--- src/rtl/counter_seq_ctrl_if.sv ---
// Command/status and counter-control signals between the sequencer (slave) and its environment (master).
interface counter_seq_ctrl_if #(
    parameter int CNT_W = 8,
    parameter int REP_W = 4
);
    logic             start;
    logic             abort;
    logic [CNT_W-1:0] cfg_target;
    logic [7:0]       cfg_hold;
    logic [REP_W-1:0] cfg_repeat;
    logic [CNT_W-1:0] cnt_count;
    logic             cnt_overflow;
    logic             cnt_enable;
    logic             cnt_up_down;
    logic             busy;
    logic             done;
    logic             err;
    logic [REP_W-1:0] pass_cnt;

    modport master (
        output start, abort, cfg_target, cfg_hold, cfg_repeat, cnt_count, cnt_overflow,
        input  cnt_enable, cnt_up_down, busy, done, err, pass_cnt
    );

    modport slave (
        input  start, abort, cfg_target, cfg_hold, cfg_repeat, cnt_count, cnt_overflow,
        output cnt_enable, cnt_up_down, busy, done, err, pass_cnt
    );
endinterface

--- src/rtl/counter_seq_ctrl.sv ---
// Sweep sequencer for the up/down counter: up T steps, hold H cycles, down T steps, R+1 passes.
// Optional macro COUNTER_SEQ_CHECK_EN adds trajectory and overflow checking of the counter.
module counter_seq_ctrl #(
    parameter int CNT_W = 8,
    parameter int REP_W = 4
) (
    input logic               clk,
    input logic               rst_n,
    counter_seq_ctrl_if.slave bus
);
    localparam int                STEP_W   = (CNT_W > 8) ? CNT_W : 8;
    localparam logic [STEP_W-1:0] STEP_ONE = STEP_W'(1);
    localparam logic [REP_W-1:0]  PASS_ONE = REP_W'(1);

    typedef enum logic [2:0] {IDLE, UP, HOLD, DOWN, DONE} state_t;

    state_t            state_q, state_d;
    logic [CNT_W-1:0]  target_q;
    logic [7:0]        hold_q;
    logic [REP_W-1:0]  repeat_q, pass_q;
    logic [STEP_W-1:0] step_q;
    logic              err_q, enable_q, up_down_q, busy_q, done_q;

    logic [CNT_W:0]    reach;
    logic              over_range, in_run, abort_hit, last_step, last_hold;
    logic              accept, reject, step_clr, pass_inc, leave_up;
    logic              check_fail;

    // Rejection looks at the live count, one bit wider so a wrap past all-ones is visible.
    assign reach      = {1'b0, bus.cnt_count} + {1'b0, bus.cfg_target};
    assign over_range = reach[CNT_W];
    assign in_run     = (state_q == UP) || (state_q == HOLD) || (state_q == DOWN);
    assign abort_hit  = bus.abort && in_run;
    assign last_step  = (step_q + STEP_ONE) == STEP_W'(target_q);
    assign last_hold  = (step_q + STEP_ONE) == STEP_W'(hold_q);

    always_comb begin
        state_d  = state_q;
        accept   = 1'b0;
        reject   = 1'b0;
        step_clr = 1'b0;
        pass_inc = 1'b0;
        leave_up = 1'b0;
        unique case (state_q)
            IDLE: begin
                if (bus.start) begin
                    accept   = 1'b1;
                    step_clr = 1'b1;
                    if (over_range) begin
                        reject  = 1'b1;
                        state_d = DONE;
                    end else if (bus.cfg_target == '0) begin
                        state_d = DONE;
                    end else begin
                        state_d = UP;
                    end
                end
            end
            UP: begin
                if (last_step) begin
                    step_clr = 1'b1;
                    leave_up = 1'b1;
                    state_d  = (hold_q != 8'd0) ? HOLD : DOWN;
                end
            end
            HOLD: begin
                if (last_hold) begin
                    step_clr = 1'b1;
                    state_d  = DOWN;
                end
            end
            DOWN: begin
                if (last_step) begin
                    step_clr = 1'b1;
                    pass_inc = 1'b1;
                    state_d  = (pass_q == repeat_q) ? DONE : UP;
                end
            end
            DONE:    state_d = IDLE;
            default: state_d = IDLE;
        endcase
        // Abort leaves pass count and error untouched and suppresses any pending check.
        if (abort_hit) begin
            state_d  = DONE;
            step_clr = 1'b1;
            pass_inc = 1'b0;
            leave_up = 1'b0;
        end
    end

`ifdef COUNTER_SEQ_CHECK_EN
    logic [CNT_W-1:0] base_q;
    logic             chk_up_q, chk_dn_q;

    always_ff @(posedge clk or negedge rst_n) begin
        if (!rst_n) begin
            base_q   <= '0;
            chk_up_q <= 1'b0;
            chk_dn_q <= 1'b0;
        end else begin
            if (accept) base_q <= bus.cnt_count;
            chk_up_q <= leave_up;
            chk_dn_q <= pass_inc;
        end
    end

    assign check_fail = (chk_up_q && (bus.cnt_count != (base_q + target_q)))
                     || (chk_dn_q && (bus.cnt_count != base_q))
                     || (busy_q && bus.cnt_overflow);
`else
    logic unused_chk;
    assign unused_chk = bus.cnt_overflow | leave_up;
    assign check_fail = 1'b0;
`endif

    always_ff @(posedge clk or negedge rst_n) begin
        if (!rst_n) begin
            state_q   <= IDLE;
            target_q  <= '0;
            hold_q    <= '0;
            repeat_q  <= '0;
            pass_q    <= '0;
            step_q    <= '0;
            err_q     <= 1'b0;
            enable_q  <= 1'b0;
            up_down_q <= 1'b0;
            busy_q    <= 1'b0;
            done_q    <= 1'b0;
        end else begin
            state_q <= state_d;
            if (accept) begin
                target_q <= bus.cfg_target;
                hold_q   <= bus.cfg_hold;
                repeat_q <= bus.cfg_repeat;
            end
            if (step_clr)    step_q <= '0;
            else if (in_run) step_q <= step_q + STEP_ONE;
            if (accept)        pass_q <= '0;
            else if (pass_inc) pass_q <= pass_q + PASS_ONE;
            if (accept)          err_q <= reject;
            else if (check_fail) err_q <= 1'b1;
            // Outputs are registered from the next state so they line up with state_q.
            enable_q <= (state_d == UP) || (state_d == DOWN);
            if (state_d == UP)        up_down_q <= 1'b1;
            else if (state_d == DOWN) up_down_q <= 1'b0;
            busy_q <= (state_d == UP) || (state_d == HOLD) || (state_d == DOWN);
            done_q <= (state_d == DONE);
        end
    end

    assign bus.cnt_enable  = enable_q;
    assign bus.cnt_up_down = up_down_q;
    assign bus.busy        = busy_q;
    assign bus.done        = done_q;
    assign bus.err         = err_q;
    assign bus.pass_cnt    = pass_q;
endmodule

--- src/flat_wrapper.sv ---
// flat-port wrapper written by rule: the top's interface ports become plain ports
module counter_seq_ctrl_flat 
#(
    parameter int CNT_W = 8,
    parameter int REP_W = 4
)
  (clk, rst_n, bus_start, bus_abort, bus_cfg_target, bus_cfg_hold, bus_cfg_repeat, bus_cnt_count, bus_cnt_overflow, bus_cnt_enable, bus_cnt_up_down, bus_busy, bus_done, bus_err, bus_pass_cnt);
  counter_seq_ctrl_if #(.CNT_W(CNT_W), .REP_W(REP_W)) bus_i ();
  input logic clk;
  input logic rst_n;
  input wire logic [$bits(bus_i.start)-1:0] bus_start;
  input wire logic [$bits(bus_i.abort)-1:0] bus_abort;
  input wire logic [$bits(bus_i.cfg_target)-1:0] bus_cfg_target;
  input wire logic [$bits(bus_i.cfg_hold)-1:0] bus_cfg_hold;
  input wire logic [$bits(bus_i.cfg_repeat)-1:0] bus_cfg_repeat;
  input wire logic [$bits(bus_i.cnt_count)-1:0] bus_cnt_count;
  input wire logic [$bits(bus_i.cnt_overflow)-1:0] bus_cnt_overflow;
  output wire logic [$bits(bus_i.cnt_enable)-1:0] bus_cnt_enable;
  output wire logic [$bits(bus_i.cnt_up_down)-1:0] bus_cnt_up_down;
  output wire logic [$bits(bus_i.busy)-1:0] bus_busy;
  output wire logic [$bits(bus_i.done)-1:0] bus_done;
  output wire logic [$bits(bus_i.err)-1:0] bus_err;
  output wire logic [$bits(bus_i.pass_cnt)-1:0] bus_pass_cnt;
  assign bus_i.start = bus_start;
  assign bus_i.abort = bus_abort;
  assign bus_i.cfg_target = bus_cfg_target;
  assign bus_i.cfg_hold = bus_cfg_hold;
  assign bus_i.cfg_repeat = bus_cfg_repeat;
  assign bus_i.cnt_count = bus_cnt_count;
  assign bus_i.cnt_overflow = bus_cnt_overflow;
  assign bus_cnt_enable = bus_i.cnt_enable;
  assign bus_cnt_up_down = bus_i.cnt_up_down;
  assign bus_busy = bus_i.busy;
  assign bus_done = bus_i.done;
  assign bus_err = bus_i.err;
  assign bus_pass_cnt = bus_i.pass_cnt;
  counter_seq_ctrl #(.CNT_W(CNT_W), .REP_W(REP_W)) u_core (.clk(clk), .rst_n(rst_n), .bus(bus_i));
endmodule
--- config.mk ---
export PLATFORM = sky130hd
export DESIGN_NAME = counter_seq_ctrl_flat
export DESIGN_NICKNAME = d
export VERILOG_FILES = /design/src/rtl/counter_seq_ctrl_if.sv /design/src/rtl/counter_seq_ctrl.sv /design/src/flat_wrapper.sv
export SDC_FILE = /design/constraint.sdc
export NUM_CORES = 1
export LEC_CHECK = 0
export CAP_MARGIN = 30
export CORE_MARGIN = 3
export CORE_UTILIZATION = 31
export CTS_BUF_LIST = sky130_fd_sc_hd__clkbuf_4
export CTS_CLUSTER_DIAMETER = 50
export DETAILED_ROUTE_END_ITERATION = 12
export GPL_ROUTABILITY_DRIVEN = 0
export GPL_TIMING_DRIVEN = 0
export MAX_ROUTING_LAYER = met4
export PLACE_DENSITY = 0.59
export SETUP_SLACK_MARGIN = 0.1
export SYNTH_ARGS = -nofsm -noshare
export SYNTH_HDL_FRONTEND = slang
export SYNTH_SLANG_ARGS = --single-unit
--- constraint.sdc ---
create_clock -name clk -period 6.2 [get_ports clk]
set_input_delay 1.24 -clock clk [delete_from_list [all_inputs] [get_ports clk]]
set_output_delay 1.24 -clock clk [all_outputs]
set_load 0.01 [all_outputs]
==> run summary, run 1 <==
Initial core utilization: 32.9%
Synthesized area: 2450 um^2
DR DRC count: 0
Largest net degree at the start of global routing: 23
FMAX: 0.331 GHz
Iter 0 DRT Violations: 90
Routed wire length: 5580 um
Commonest non-fill, non-tap cell in the layout: nand2_1
CP delay by family, top: compound AO/OA/AOI/OAI gates
# IOs: 42
Outcome: completed
Met2 Use GR: 22.4%
Antenna fix cells: 0
Met3 usage in global routing: 2.71%
Syn_nets: 310
Final core utilization: 41.3%
CTS tree: built
Via count: 2041
Slew Limit Fails: 0
Worst slew pin tran: 0.499 ns
Clock Skew: 0.0156 ns
Yosys Warn Count: 0
Worst Setup Path Type: input pin to flip-flop
Initial DRT Pass Iterations: 4
Worst Setup Start Kind: input pin
Worst slew margin: 66.4%
CTS Sinks: 40
WL per Instance: 13.4 um
Total GRT Usage: 14.2%
Minimum clock period: 3.02 ns
# hold bufs at CTS: 0
Port Buffers: 39
Power density over cell area: 325 nW/um^2
Critical Path AT: 3.31 ns
Clock buffer depth: 2
Post-synth top area share: 40.9%
Detail Placement HPWL: 4440 um
Number of global-route vias before repair: 2049
Post-synthesis sequential area ratio: 40.9%
Met1 usage: 18.7%
Sum Neg Setup Slack: 0 ns
Worst-path fanout max: 3
Crit path buf inv count: 1
Global-route wire length before repair: 9740 um
Clock Latency Late Sink: 0.36 ns
Setup bufs post-CTS: 0
CTS Buf Count: 5
Core ar.: 7450 um^2
DIE HEIGHT: 94.9 um
Layout fillers: 759
RSZ-0062 raised after global routing: false
Max stage delay on crit path: 0.51 ns
Peak VDD IR: 0.170 mV
Nets@finish: 358
HP Class: flip-flop to flip-flop
ANT nets after route: 0
Die W: 94.9 um
Cells after synthesis: 268
Number of max-cap violations: 0
H-tree levels: 2
Seq cells post-synth: 40
Antenna violations before repair: 0
Busiest layer in global routing: met2
Yosys top cell by area: dfrtp_1
Area Overhead vs Synth: 25.5%
Most frequent cells in the layout: nand2_1 (73), dfrtp_1 (40), clkdlybuf4s50_1 (38)
Layout cells sized above 1: 10.7%
Ranking of synthesized cells by area: dfrtp_1 (41%), nand2_1 (11%), xnor2_1 (5.0%)
Critical Path, Cell by Cell: clkdlybuf4s50_1, ha_1, and2_1, o211ai_1, nand3_1, a21o_1, o32a_1, o41ai_4, mux2i_1
Required time worst endpoint: 6.49 ns
Remaining global-route overflow: 0
Clk root buf: clkbuf_4
Period utilization: 48.7%
# rows: 31
CP Capture Type: flip-flop
Final hold violations: 0
CTS clock-pin slew for the worst setup and hold paths: 0.14 ns
Leakage power total: 1.39 nW
Synth Area per Inst: 9.14 um^2
Yosys cell types: 51
Setup violation total in the final timing report: 0
Critical path's slowest cell: clkdlybuf4s50_1
Vias/cell: 4.91
Post_cts resized: 0
Die area: 9000 um^2
-- final cells by class --
class	instances	area, um^2	share of cell area (%)
buffer	15	81.3	2.65
timing repair buffer	41	418	13.6
inverter	8	30.0	0.977
tap	99	124	4.03
multi-input combinational	205	1340	43.5
clock buffer	5	37.5	1.22
sequential	40	1000	32.6
clock inverter	3	46.3	1.51
-- through the flow --
step	setup WS (ns)	cell area [um^2]	hold WS, ns	std cells	total power (W)
2_1_floorplan	3.43	2450	0.465	268	0.000696
3_3_place_gp	2.81	2960	0.477	406	0.000813
3_5_place_dp	2.79	2990	0.465	407	0.000825
4_1_cts	3.17	3070	0.503	415	0.00101
5_1_grt	3.10	3070	0.526	416	0.00108
6_report	3.18	3070	0.499	416	0.000999
-- cell families after synthesis --
kind of cell,synth area share [%]
compound gates,12.1
xor+xnor,12.0
fa+ha+maj,4.60
buf+inv,4.55
flops,40.9
mux,1.23
simple gates,24.6
-- synth_stat cells, drive strengths merged --
cell type  count
buf           11
xnor3          1
clkbuf         4
a32o           1
nor2           9
xnor2         16
nand2         73
a211o          1
o31ai          1
nor3           2
nand3          9
or4            2
inv            8
o211ai         3
xor2          12
and2           3
dfrtp         40
a21oi          7
a211oi         1
nand4          5
a21boi         1
o21ai         13
and2b          1
o311ai         2
and3           4
a21o           3
o41ai          2
nor2b          1
nor3b          1
o2111ai        1
mux2i          3
or3            4
o32a           1
and4           1
nor4           6
ha             9
a31oi          4
or2            1
or2b           1
-- sequential cells by signal (all words and copies together) (netlist names) --
register and flops:
u_core.bus.cnt_enable 1, u_core.repeat_q 4, u_core.bus.busy 1, u_core.state_q 3, u_core.bus.err 1, u_core.bus.cnt_up_down 1
u_core.hold_q 8, u_core.step_q 8, u_core.bus.pass_cnt 4, u_core.bus.done 1, u_core.target_q 8
-- report_power, final --
group          total [W]  leakage, nW  internal [W]  switching [W]
clock           0.000182       0.0418     0.0000862      0.0000958
combinational   0.000399        0.831      0.000187       0.000212
sequential      0.000418        0.513      0.000346      0.0000724
total           0.000999         1.39      0.000619       0.000380
-- worst paths after layout --
check,slack (ns),from,cells after the start,endpoint
min reg2reg,0.50,u_core.bus.err,2,u_core.bus.err
min,0.50,u_core.bus.err,2,u_core.bus.err
max,3.18,bus_cfg_target[4],9,u_core.bus.cnt_up_down
min in group asynchronous,0.81,rst_n,1,u_core.bus.pass_cnt[0]
max in group asynchronous,4.92,rst_n,2,u_core.target_q[0]
max reg2reg,3.75,u_core.step_q[1],8,u_core.bus.pass_cnt[3]
-- routing by layer --
layer	up-vias	wire length (um)
met1	964	2680
met2	56	2580
met4	0	81
li1	1013	-
met3	8	237
met5	-	0
-- worst min-delay path: cells and delay by family (launching register included) --
kind             cells  cell delay (ns)
DFF                  1             0.37
and+or+nand+nor      2             0.11
(Power assumes the default switching activity.)
==> run 2: changes to the inputs <==
==> constraint.sdc (replaced) <==
create_clock -name clk -period 2.85 [get_ports clk]
set_input_delay 0.57 -clock clk [delete_from_list [all_inputs] [get_ports clk]]
set_output_delay 0.57 -clock clk [all_outputs]
set_load 0.01 [all_outputs]
==> results of run 2 <==
The final DEF is identical to that of run 1. Status: completed.
Main changes from that run: setup slack after placement 2.79 ns -> 0.108 ns; setup slack after layout 3.18 ns -> 0.398 ns; hold slack 0.499 ns -> 0.140 ns; start point of the critical path bus_cfg_target[4] -> u_core.step_q[1]; end point of the critical path u_core.bus.cnt_up_down -> u_core.bus.pass_cnt[3]; register-to-register setup slack 3.75 ns -> 0.40 ns; total power 0.000999 W -> 0.00217 W; worst IR drop on VDD 0.170 mV -> 0.370 mV
==> run 3: changes to the inputs <==
--- a/config.mk
+++ b/config.mk
@@ -5,6 +5,7 @@
 export SDC_FILE = /design/constraint.sdc
 export NUM_CORES = 1
 export LEC_CHECK = 0
+export ABC_AREA = 0
 export CAP_MARGIN = 30
 export CORE_MARGIN = 3
 export CORE_UTILIZATION = 31
==> results of run 3 <==
The final DEF is identical to that of run 1. Status: completed.
Main changes from that run: setup slack after placement 2.79 ns -> 0.108 ns; setup slack after layout 3.18 ns -> 0.398 ns; hold slack 0.499 ns -> 0.140 ns; start point of the critical path bus_cfg_target[4] -> u_core.step_q[1]; end point of the critical path u_core.bus.cnt_up_down -> u_core.bus.pass_cnt[3]; register-to-register setup slack 3.75 ns -> 0.40 ns; total power 0.000999 W -> 0.00217 W; worst IR drop on VDD 0.170 mV -> 0.370 mV
